## src/rtl/div_sequencer.sv

```systemverilog
// Multi-cycle radix-2 restoring divider for DIV/DIVU/REM/REMU with valid/ready
// handshakes on both sides, RV32M special-case handling and a registered result.
module div_sequencer (
    input  logic        clk,
    input  logic        rst,
    input  logic        in_valid,
    output logic        in_ready,
    input  logic [4:0]  operator,
    input  logic [31:0] operand1,
    input  logic [31:0] operand2,
    input  logic        kill,
    output logic        out_valid,
    input  logic        out_ready,
    output logic [31:0] result,
    output logic        busy
);

    // Operator codes shared with the ALU decode.
    localparam logic [4:0] ALU_OPERATOR_DIV  = 5'd20;
    localparam logic [4:0] ALU_OPERATOR_DIVU = 5'd21;
    localparam logic [4:0] ALU_OPERATOR_REM  = 5'd22;
    localparam logic [4:0] ALU_OPERATOR_REMU = 5'd23;

    typedef enum logic [1:0] {
        IDLE = 2'd0,
        CALC = 2'd1,
        DONE = 2'd2
    } state_e;

    function automatic logic [31:0] neg32(input logic [31:0] v);
        return ~v + 32'd1;
    endfunction

    state_e      state_q, state_d;
    logic [4:0]  cnt_q, cnt_d;
    logic [32:0] rem_q, rem_d;
    logic [31:0] dvd_q, dvd_d;
    logic [31:0] dvs_q, dvs_d;
    logic [31:0] quo_q, quo_d;
    logic        sel_rem_q, sel_rem_d;
    logic        neg_quo_q, neg_quo_d;
    logic        neg_rem_q, neg_rem_d;
    logic        signed_q, signed_d;
    logic [31:0] result_q, result_d;
    logic        out_valid_q, out_valid_d;

    logic        accept_s;
    logic        op_valid_s;
    logic        op_signed_s;
    logic        op_rem_s;
    logic        s1_s;
    logic        s2_s;
    logic [31:0] abs1_s;
    logic [31:0] abs2_s;
    logic        div_zero_s;
    logic        overflow_s;
    logic [32:0] rem_shift_s;
    logic [32:0] rem_sub_s;
    logic        sub_ok_s;
    logic [32:0] rem_step_s;
    logic [31:0] quo_step_s;
    logic [31:0] quo_final_s;
    logic [31:0] rem_final_s;

    assign in_ready  = (state_q == IDLE) && !rst;
    assign busy      = (state_q != IDLE) && !rst;
    assign out_valid = out_valid_q;
    assign result    = result_q;

    assign accept_s = in_valid && in_ready && !kill;

    // Decode the operator into kind flags.
    always_comb begin
        op_valid_s  = 1'b1;
        op_signed_s = 1'b0;
        op_rem_s    = 1'b0;
        case (operator)
            ALU_OPERATOR_DIV:  op_signed_s = 1'b1;
            ALU_OPERATOR_DIVU: op_signed_s = 1'b0;
            ALU_OPERATOR_REM: begin
                op_signed_s = 1'b1;
                op_rem_s    = 1'b1;
            end
            ALU_OPERATOR_REMU: op_rem_s = 1'b1;
            default:           op_valid_s = 1'b0;
        endcase
    end

    assign s1_s       = op_signed_s && operand1[31];
    assign s2_s       = op_signed_s && operand2[31];
    assign abs1_s     = s1_s ? neg32(operand1) : operand1;
    assign abs2_s     = s2_s ? neg32(operand2) : operand2;
    assign div_zero_s = (operand2 == 32'h0000_0000);
    assign overflow_s = op_signed_s && (operand1 == 32'h8000_0000) &&
                        (operand2 == 32'hFFFF_FFFF);

    // One restoring step; the 33-bit remainder keeps the compare overflow-free.
    assign rem_shift_s = {rem_q[31:0], dvd_q[31]};
    assign rem_sub_s   = rem_shift_s - {1'b0, dvs_q};
    assign sub_ok_s    = (rem_shift_s >= {1'b0, dvs_q});
    assign rem_step_s  = sub_ok_s ? rem_sub_s : rem_shift_s;
    assign quo_step_s  = {quo_q[30:0], sub_ok_s};
    assign quo_final_s = neg_quo_q ? neg32(quo_step_s) : quo_step_s;
    assign rem_final_s = neg_rem_q ? neg32(rem_step_s[31:0]) : rem_step_s[31:0];

    // Next-state, datapath and output-register logic.
    always_comb begin
        state_d     = state_q;
        cnt_d       = cnt_q;
        rem_d       = rem_q;
        dvd_d       = dvd_q;
        dvs_d       = dvs_q;
        quo_d       = quo_q;
        sel_rem_d   = sel_rem_q;
        neg_quo_d   = neg_quo_q;
        neg_rem_d   = neg_rem_q;
        signed_d    = signed_q;
        result_d    = result_q;
        out_valid_d = out_valid_q;

        case (state_q)
            IDLE: begin
                if (accept_s) begin
                    signed_d  = op_signed_s;
                    sel_rem_d = op_rem_s;
                    neg_quo_d = s1_s ^ s2_s;
                    neg_rem_d = s1_s;
                    dvd_d     = abs1_s;
                    dvs_d     = abs2_s;
                    quo_d     = 32'h0000_0000;
                    rem_d     = 33'h0_0000_0000;
                    cnt_d     = 5'd31;
                    if (div_zero_s) begin
                        result_d    = op_rem_s ? operand1 : 32'hFFFF_FFFF;
                        out_valid_d = 1'b1;
                        cnt_d       = 5'd0;
                        state_d     = DONE;
                    end else if (overflow_s) begin
                        result_d    = op_rem_s ? 32'h0000_0000 : 32'h8000_0000;
                        out_valid_d = 1'b1;
                        cnt_d       = 5'd0;
                        state_d     = DONE;
                    end else if (!op_valid_s) begin
                        result_d    = 32'h0000_0000;
                        out_valid_d = 1'b1;
                        cnt_d       = 5'd0;
                        state_d     = DONE;
                    end else begin
                        state_d = CALC;
                    end
                end else begin
                    state_d = IDLE;
                end
            end
            CALC: begin
                rem_d = rem_step_s;
                quo_d = quo_step_s;
                dvd_d = {dvd_q[30:0], 1'b0};
                if (cnt_q == 5'd0) begin
                    result_d    = sel_rem_q ? rem_final_s : quo_final_s;
                    out_valid_d = 1'b1;
                    state_d     = DONE;
                end else begin
                    cnt_d = cnt_q - 5'd1;
                end
            end
            DONE: begin
                if (out_ready) begin
                    out_valid_d = 1'b0;
                    state_d     = IDLE;
                end else begin
                    out_valid_d = 1'b1;
                end
            end
            default: begin
                out_valid_d = 1'b0;
                state_d     = IDLE;
            end
        endcase

        // Flush wins over accept, iteration and the output handshake.
        if (kill) begin
            state_d     = IDLE;
            out_valid_d = 1'b0;
            cnt_d       = 5'd0;
        end else begin
            cnt_d = cnt_d;
        end
    end

    // State and datapath registers with synchronous reset.
    always_ff @(posedge clk) begin
        if (rst) begin
            state_q     <= IDLE;
            cnt_q       <= 5'd0;
            rem_q       <= 33'h0_0000_0000;
            dvd_q       <= 32'h0000_0000;
            dvs_q       <= 32'h0000_0000;
            quo_q       <= 32'h0000_0000;
            sel_rem_q   <= 1'b0;
            neg_quo_q   <= 1'b0;
            neg_rem_q   <= 1'b0;
            signed_q    <= 1'b0;
            result_q    <= 32'h0000_0000;
            out_valid_q <= 1'b0;
        end else begin
            state_q     <= state_d;
            cnt_q       <= cnt_d;
            rem_q       <= rem_d;
            dvd_q       <= dvd_d;
            dvs_q       <= dvs_d;
            quo_q       <= quo_d;
            sel_rem_q   <= sel_rem_d;
            neg_quo_q   <= neg_quo_d;
            neg_rem_q   <= neg_rem_d;
            signed_q    <= signed_d;
            result_q    <= result_d;
            out_valid_q <= out_valid_d;
        end
    end

endmodule

```

## config.mk

```make
export PLATFORM = sky130hd
export DESIGN_NAME = div_sequencer
export DESIGN_NICKNAME = d
export VERILOG_FILES = /design/src/rtl/div_sequencer.sv
export SDC_FILE = /design/constraint.sdc
export NUM_CORES = 1
export LEC_CHECK = 0
export CAP_MARGIN = 40
export CORE_ASPECT_RATIO = 1.75
export CORE_MARGIN = 2
export CORE_UTILIZATION = 45
export DETAILED_ROUTE_END_ITERATION = 16
export PLACE_DENSITY = 0.67
export SYNTH_ARGS = -nofsm -noshare
export SYNTH_HDL_FRONTEND = slang
export SYNTH_SLANG_ARGS = --single-unit
```

## constraint.sdc

```tcl
create_clock -name clk -period 9.3 [get_ports clk]
set_input_delay 1.86 -clock clk [delete_from_list [all_inputs] [get_ports clk]]
set_output_delay 1.86 -clock clk [all_outputs]
set_load 0.02 [all_outputs]
```

; After elaboration in Yosys (flattened, before gate mapping)
; Cells that the tools add are included.
[op_classes]
n_addsub = 6
n_lt_le_gt_ge = 1
eq_ne = 13
muxes = 43
bitwise = 5
reduce_logical = 25
[ops]
columns = cell, n
row1 = $mux 32, 15
row2 = $pmux 32 s2, 3
row3 = $add 32x1->32 const B, 4
row4 = $not 32->32, 4
row5 = $eq 32x32->1 const B, 2
row6 = $pmux 31 s2, 1
row7 = $ge 33x32->1, 1
row8 = $logic_not 32->1, 1
row9 = $sub 32x32->32, 1
row10 = $mux 31, 1
row11 = $mux 5, 5
row12 = $eq 5x5->1 const B, 4
row13 = $mux 2, 6
row14 = $pmux 5 s2, 1
row15 = $mux 1, 9
row16 = $logic_and 1x1->1, 8
row17 = $ne 2x2->1 const B, 4
row18 = $pmux 2 s3, 1
row19 = $reduce_and 2->1, 3
row20 = $reduce_and 3->1, 2
row21 = $reduce_or 2->1, 3
row22 = $logic_not 5->1, 1
row23 = $sub 5x1->5 const B, 1
row24 = $ne 4x4->1 const B, 1
row25 = 9 further kinds, 11
[totals]
reg_bits = 170
in_bits = 74
out_inout_bits = 35
elab_cells = 104

; Depth between registers and ports, before layout
[depth]
depth_word = 9
ltp_mapped = 26
mapped_depth_nobuf = 21

; Worst setup path after synthesis
; OpenSTA, ideal clock, no wires.
[synth_timing]
kind = register to register
startpoint = register dvs_q[8]
endpoint = register result_q[30] (netlist: result[30])
setup_time_ns = 0.122
arrival_ns = 4.984
t_required_ns = 9.178
slack_ns = 4.195
path_stages_with_launch = 25
path_buffers = 5
synth_period_minus_slack_ns = 5.105
path_cell_list = dfxtp_1 inv_1 ha_1 buf_2 nand3_1 nor4_1 nand4_1 and3b_1 buf_6 nand3_4 buf_1 clkbuf_1 clkbuf_1 nand2_1 o21ai_0 ha_1 nor3b_1 nand2_1 nor4b_1 mux2i_1 a211o_1 or4_1 o41ai_2 xor2_1 o21ai_1
[synth_via]
elab_chain_len = 8
word_cells_on_any_way = 12
[synth_rtl]
columns = item, line
row1 = from (decl), 38  ; logic [31:0] dvs_q, dvs_d;
row2 = from (signal assigned), 211  ; dvs_q <= dvs_d;
row3 = $sub 32x32->32 / $ge 33x32->1 (equally long branches), "99, 100"
row4 = $mux 32, 101  ; assign rem_step_s = sub_ok_s ? rem_sub_s : rem_shift_s;
row5 = $not 32->32, 31  ; return ~v + 32'd1;
row6 = $add 32x1->32, 31
row7 = $mux 32, 104  ; assign rem_final_s = neg_rem_q ? neg32(rem_step_s[31:0]) : rem_step_s[31:0];
row8 = $mux 32 (*), 160  ; result_d = sel_rem_q ? rem_final_s : quo_final_s;
row9 = $mux 32 (*), 159  ; if (cnt_q == 5'd0) begin
row10 = $pmux 32 s2 (*), 121  ; case (state_q)
row11 = to (signal assigned), 217  ; result_q <= result_d;
row12 = to (decl), 44  ; logic [31:0] result_q, result_d;
; Every way passes the cells marked *; elsewhere a longest branch is shown, timed or not. The select of a mux whose other input is x is not followed.
; A chain may end at the register's enable or synchronous reset.

; Final worst setup path
[layout_timing]
startpoint = register rem_q[8]
endpoint = register result_q[30] (netlist: result[30])
[layout_via]
elab_chain_len = 8
word_cells_on_any_way = 12
[layout_rtl]
columns = item, line
row1 = from (decl), 36  ; logic [32:0] rem_q, rem_d;
row2 = from (signal assigned), 209  ; rem_q <= rem_d;
row3 = $sub 32x32->32 / $ge 33x32->1 (equally long branches), "99, 100"
row4 = $mux 32, 101
row5 = $not 32->32, 31
row6 = $add 32x1->32, 31
row7 = $mux 32, 104
row8 = $mux 32 (*), 160
row9 = $mux 32 (*), 159
row10 = $pmux 32 s2 (*), 121
; Marks and branches as above.

==> results.md <==
- Outcome: completed
- Full die area: between 20000 and 30000 sq um
- Die H: 227 microns
- Post-route cell area: 14800 sq um
- Worst setup EP type: flip-flop
- Clock-pin slew of the registers on the worst-case setup and hold paths: roughly 0.070 ns
- Max-slew headroom: 42.0%
- Layout net count: 1894
- Post-DP Area: approximately 14000 sq um
- Area added between synthesis and finish: 15.8%
- Largest net degree at the start of global routing: 74
- Final setup skew: between 0.01 and 0.015 ns
- Synth area leaders: dfxtp_1 (27%), nor2_1 (7.8%), a21oi_1 (5.2%)
- Max Fclk: 0.171 GHz
- VDD IR max: 0.000129 V
- GPL Wtd Cong: roughly 0.95
- PortBufs: 108
- Pin slew with the least headroom to its limit: 0.862 ns
- RSZ-0062 raised after global routing: no
- Fin crit share: 62.7%
- Htree depth: 4
- CTS tree: yes
- Vias in the first global route: between 10k and 15k
- Synth warnings: 0
- Max stage delay on crit path: approximately 0.56 ns
- Clock Tree Buf Depth: 2
- Min cycle time layout: 5.83 ns
- EDFF count, synth: 0
- Cell Area, Synth: about 13000 sq um
- Ys flop type: dfxtp_1
- Synth top area share: 26.7%
- Post-DP HPWL: 35800 microns
- Pwr per Cell Area: 141 nW/um^2
- Register area: about 3400 sq um
- Syn Nets: 1860
- Remaining Overflow, GRT: 0
- Async SR Flop Fraction: 0%
- Slowest CP cell: ha_1
- CTS-repair resized insts: 0
- Main combinational cell family by area after synthesis: compound AO/OA/AOI/OAI gates
- Hold_ws: 0.443 ns
- # DRC: 0
- Pre-CTS setup slack: 3.31 ns
- Initial antenna violation count: 0
- FILL cells: approximately 2.8k
- Post-synthesis mux area share: 1.73%
- Post-synthesis adder-cell area fraction: 3.98%
- Synthesized flop and latch total: 170
- Hold-fix buffers, CTS: 0
- Die W: 131 microns
- Mean post-synth cell area: 7.30 sq um
- Area of the multi-input gates: 8680 sq um
- CTS Buf Count: 17
- Clk_lat worst skew: 0.46 ns
- Post-Route WL: 46800 microns
- Tot GR Track Use: between 30% and 40%
- Final slew viol count: 0
- Max Cap Viol: 0
- Crit path launch type: flip-flop
- Top-count cell post-synth: nor2_1
- Antenna Cells: 0
- Worst-path cell chain: ha_1, nand3_1, nor4_1, nand4_1, and3b_1, nand3_4, inv_4, nand2_1, nand2_1, inv_1, ha_1, nor3b_1, nand2_1, nor4b_1, mux2i_1, a211o_1, or4_1, o41ai_2, xor2_1, o21ai_1
- First DRT Iteration DRCs: just under 1k
- CP dominant cell by count: nand2_1
- Setup Viol. Count Final: 0
- Worst Path Buf+Inv: 2
- Row cnt: between 80 and 90
- Worst endpoint data arrival time: about 6 ns
- First-pass DRT Iterations: 5
- Number of distinct library cells after synthesis: a little over 90
- Post-Synth Simple-Gate Area: between 20% and 30%
- Routed wire per std cell: roughly 22 microns
- Leak: 5.57 nW
- Post-synth top cells: nor2_1 (265), nand2_1 (175), dfxtp_1 (170), a21oi_1 (132), o21ai_0 (95)
- Worst Path Max Fanout: 53
- Clock sinks: 170
- Worst EP required: 9.64 ns
- Final antenna-violating net count: 0
- Final Hold Fails: 0
- Layout cells sized above 1: roughly 5.0%
- Via count: 13.6k
- Total power: approximately 2.1 mW
- First-pass GRT wire length: between 70000 and 80000 microns
- Synth area leader: dfxtp_1
- Via/cell ratio: 6.28
- Final WS setup: 3.47 ns
- Register area share after synthesis: 26.7%
- Compound-Gate Fraction of Synth Area: 28.9%
- Final setup TNS: 0 ns
- Crit Path Class: flip-flop to flip-flop
- IO Count: 109
- XOR/XNOR share of the synthesized area: 7.90%
- Root Buffer: clkbuf_16
- Initial Util: between 40% and 50%
- Post-Syn Instances: approximately 1.7k
- CP top delay family: simple AND/OR/NAND/NOR gates
- Setup repair bufs after CTS: 0
- Total core area: 27900 sq um
- Hold/Removal Path Class: flip-flop to flip-flop
[where the power goes]
group | switching [mW] | internal [mW]
Clock | 0.314 | 0.544
Combinational | 0.315 | 0.172
Sequential | 0.00614 | 0.738
[cells in the final DEF, fill, tap and decap left out, types with 12 or more instances in the layout]
| cell | synthesis | final |
|---|---|---|
| a211oi_1 | 40 | 40 |
| a21o_1 | 18 | 18 |
| a21oi_1 | 132 | 132 |
| a22oi_1 | 56 | 56 |
| and3_1 | 19 | 18 |
| buf_4 | 1 | 17 |
| clkbuf_16 | 0 | 17 |
| clkdlybuf4s50_1 | 0 | 107 |
| dfxtp_1 | 170 | 170 |
| ha_1 | 39 | 39 |
| inv_1 | 56 | 56 |
| mux2i_1 | 13 | 13 |
| nand2_1 | 175 | 175 |
| nand2b_1 | 12 | 12 |
| nand3_1 | 30 | 30 |
| nand4_1 | 23 | 23 |
| nor2_1 | 265 | 265 |
| nor3_1 | 50 | 49 |
| nor4_1 | 24 | 24 |
| o211ai_1 | 13 | 13 |
| o21ai_0 | 95 | 95 |
| o221ai_1 | 38 | 38 |
| o31ai_1 | 29 | 29 |
| or3_1 | 23 | 23 |
| xnor2_1 | 52 | 52 |
| xor2_1 | 63 | 63 |
[sequential cells by signal, indices dropped and copies added (netlist names)]
name	flops
cnt_q	5
quo_q	31
result	32
rem_q	32
neg_quo_q	1
dvd_q	32
sel_rem_q	1
neg_rem_q	1
state_q	2
dvs_q	32
out_valid	1
[metrics by stage]
step	utilization [%]	instances
2_1_floorplan	-	1746
3_3_place_gp	50.1	2128
3_5_place_dp	50.5	2134
4_1_cts	53.0	2165
5_1_grt	53.0	2165
6_report	53.0	2165
[worst register-to-register path, delay by kind of cell, from the launching register on]
family,cells,cell delay (ns)
and+or+nand+nor,11,3.06
adders and majority gates,2,0.73
AOI/OAI and AO/OA,3,0.63
buffers and inverters,2,0.47
DFF,1,0.38
muxes,1,0.25
xor gates and xnor gates,1,0.20
[per-layer routing]
layer	vias to the layer above	track usage (%)	part of all wire, %
li1	6480	-	-
met1	6494	32.3	36
met2	468	57.6	51
met3	156	4.76	4.8
met4	0	24.4	8.7
met5	-	0	0
[final cells by class]
cell class | count | area share (%)
Clock inverter | 11 | 1.64
Multi-Input combinational cell | 1403 | 58.8
Inverter | 58 | 1.49
Sequential cell | 170 | 23.1
Tap cell | 373 | 3.16
Timing Repair Buffer | 130 | 8.77
Clock buffer | 20 | 3.09
[worst paths after layout]
path	from	endpoint	slack, ns	depth (start not counted)
setup / recovery	rem_q[8]	result[30]	3.47	20
hold / removal	result[26]	result[26]	0.44	2
setup reg to reg	rem_q[8]	result[30]	3.47	20
hold reg to reg	result[26]	result[26]	0.44	2
[cell families after synthesis]
kind of cell / count (synthesis)
buf+inv: 173
mux: 21
simple gates: 686
xor+xnor: 115
fa+ha+maj: 40
compound gates: 541
flops: 170
Power figures use the tool's default switching activity.
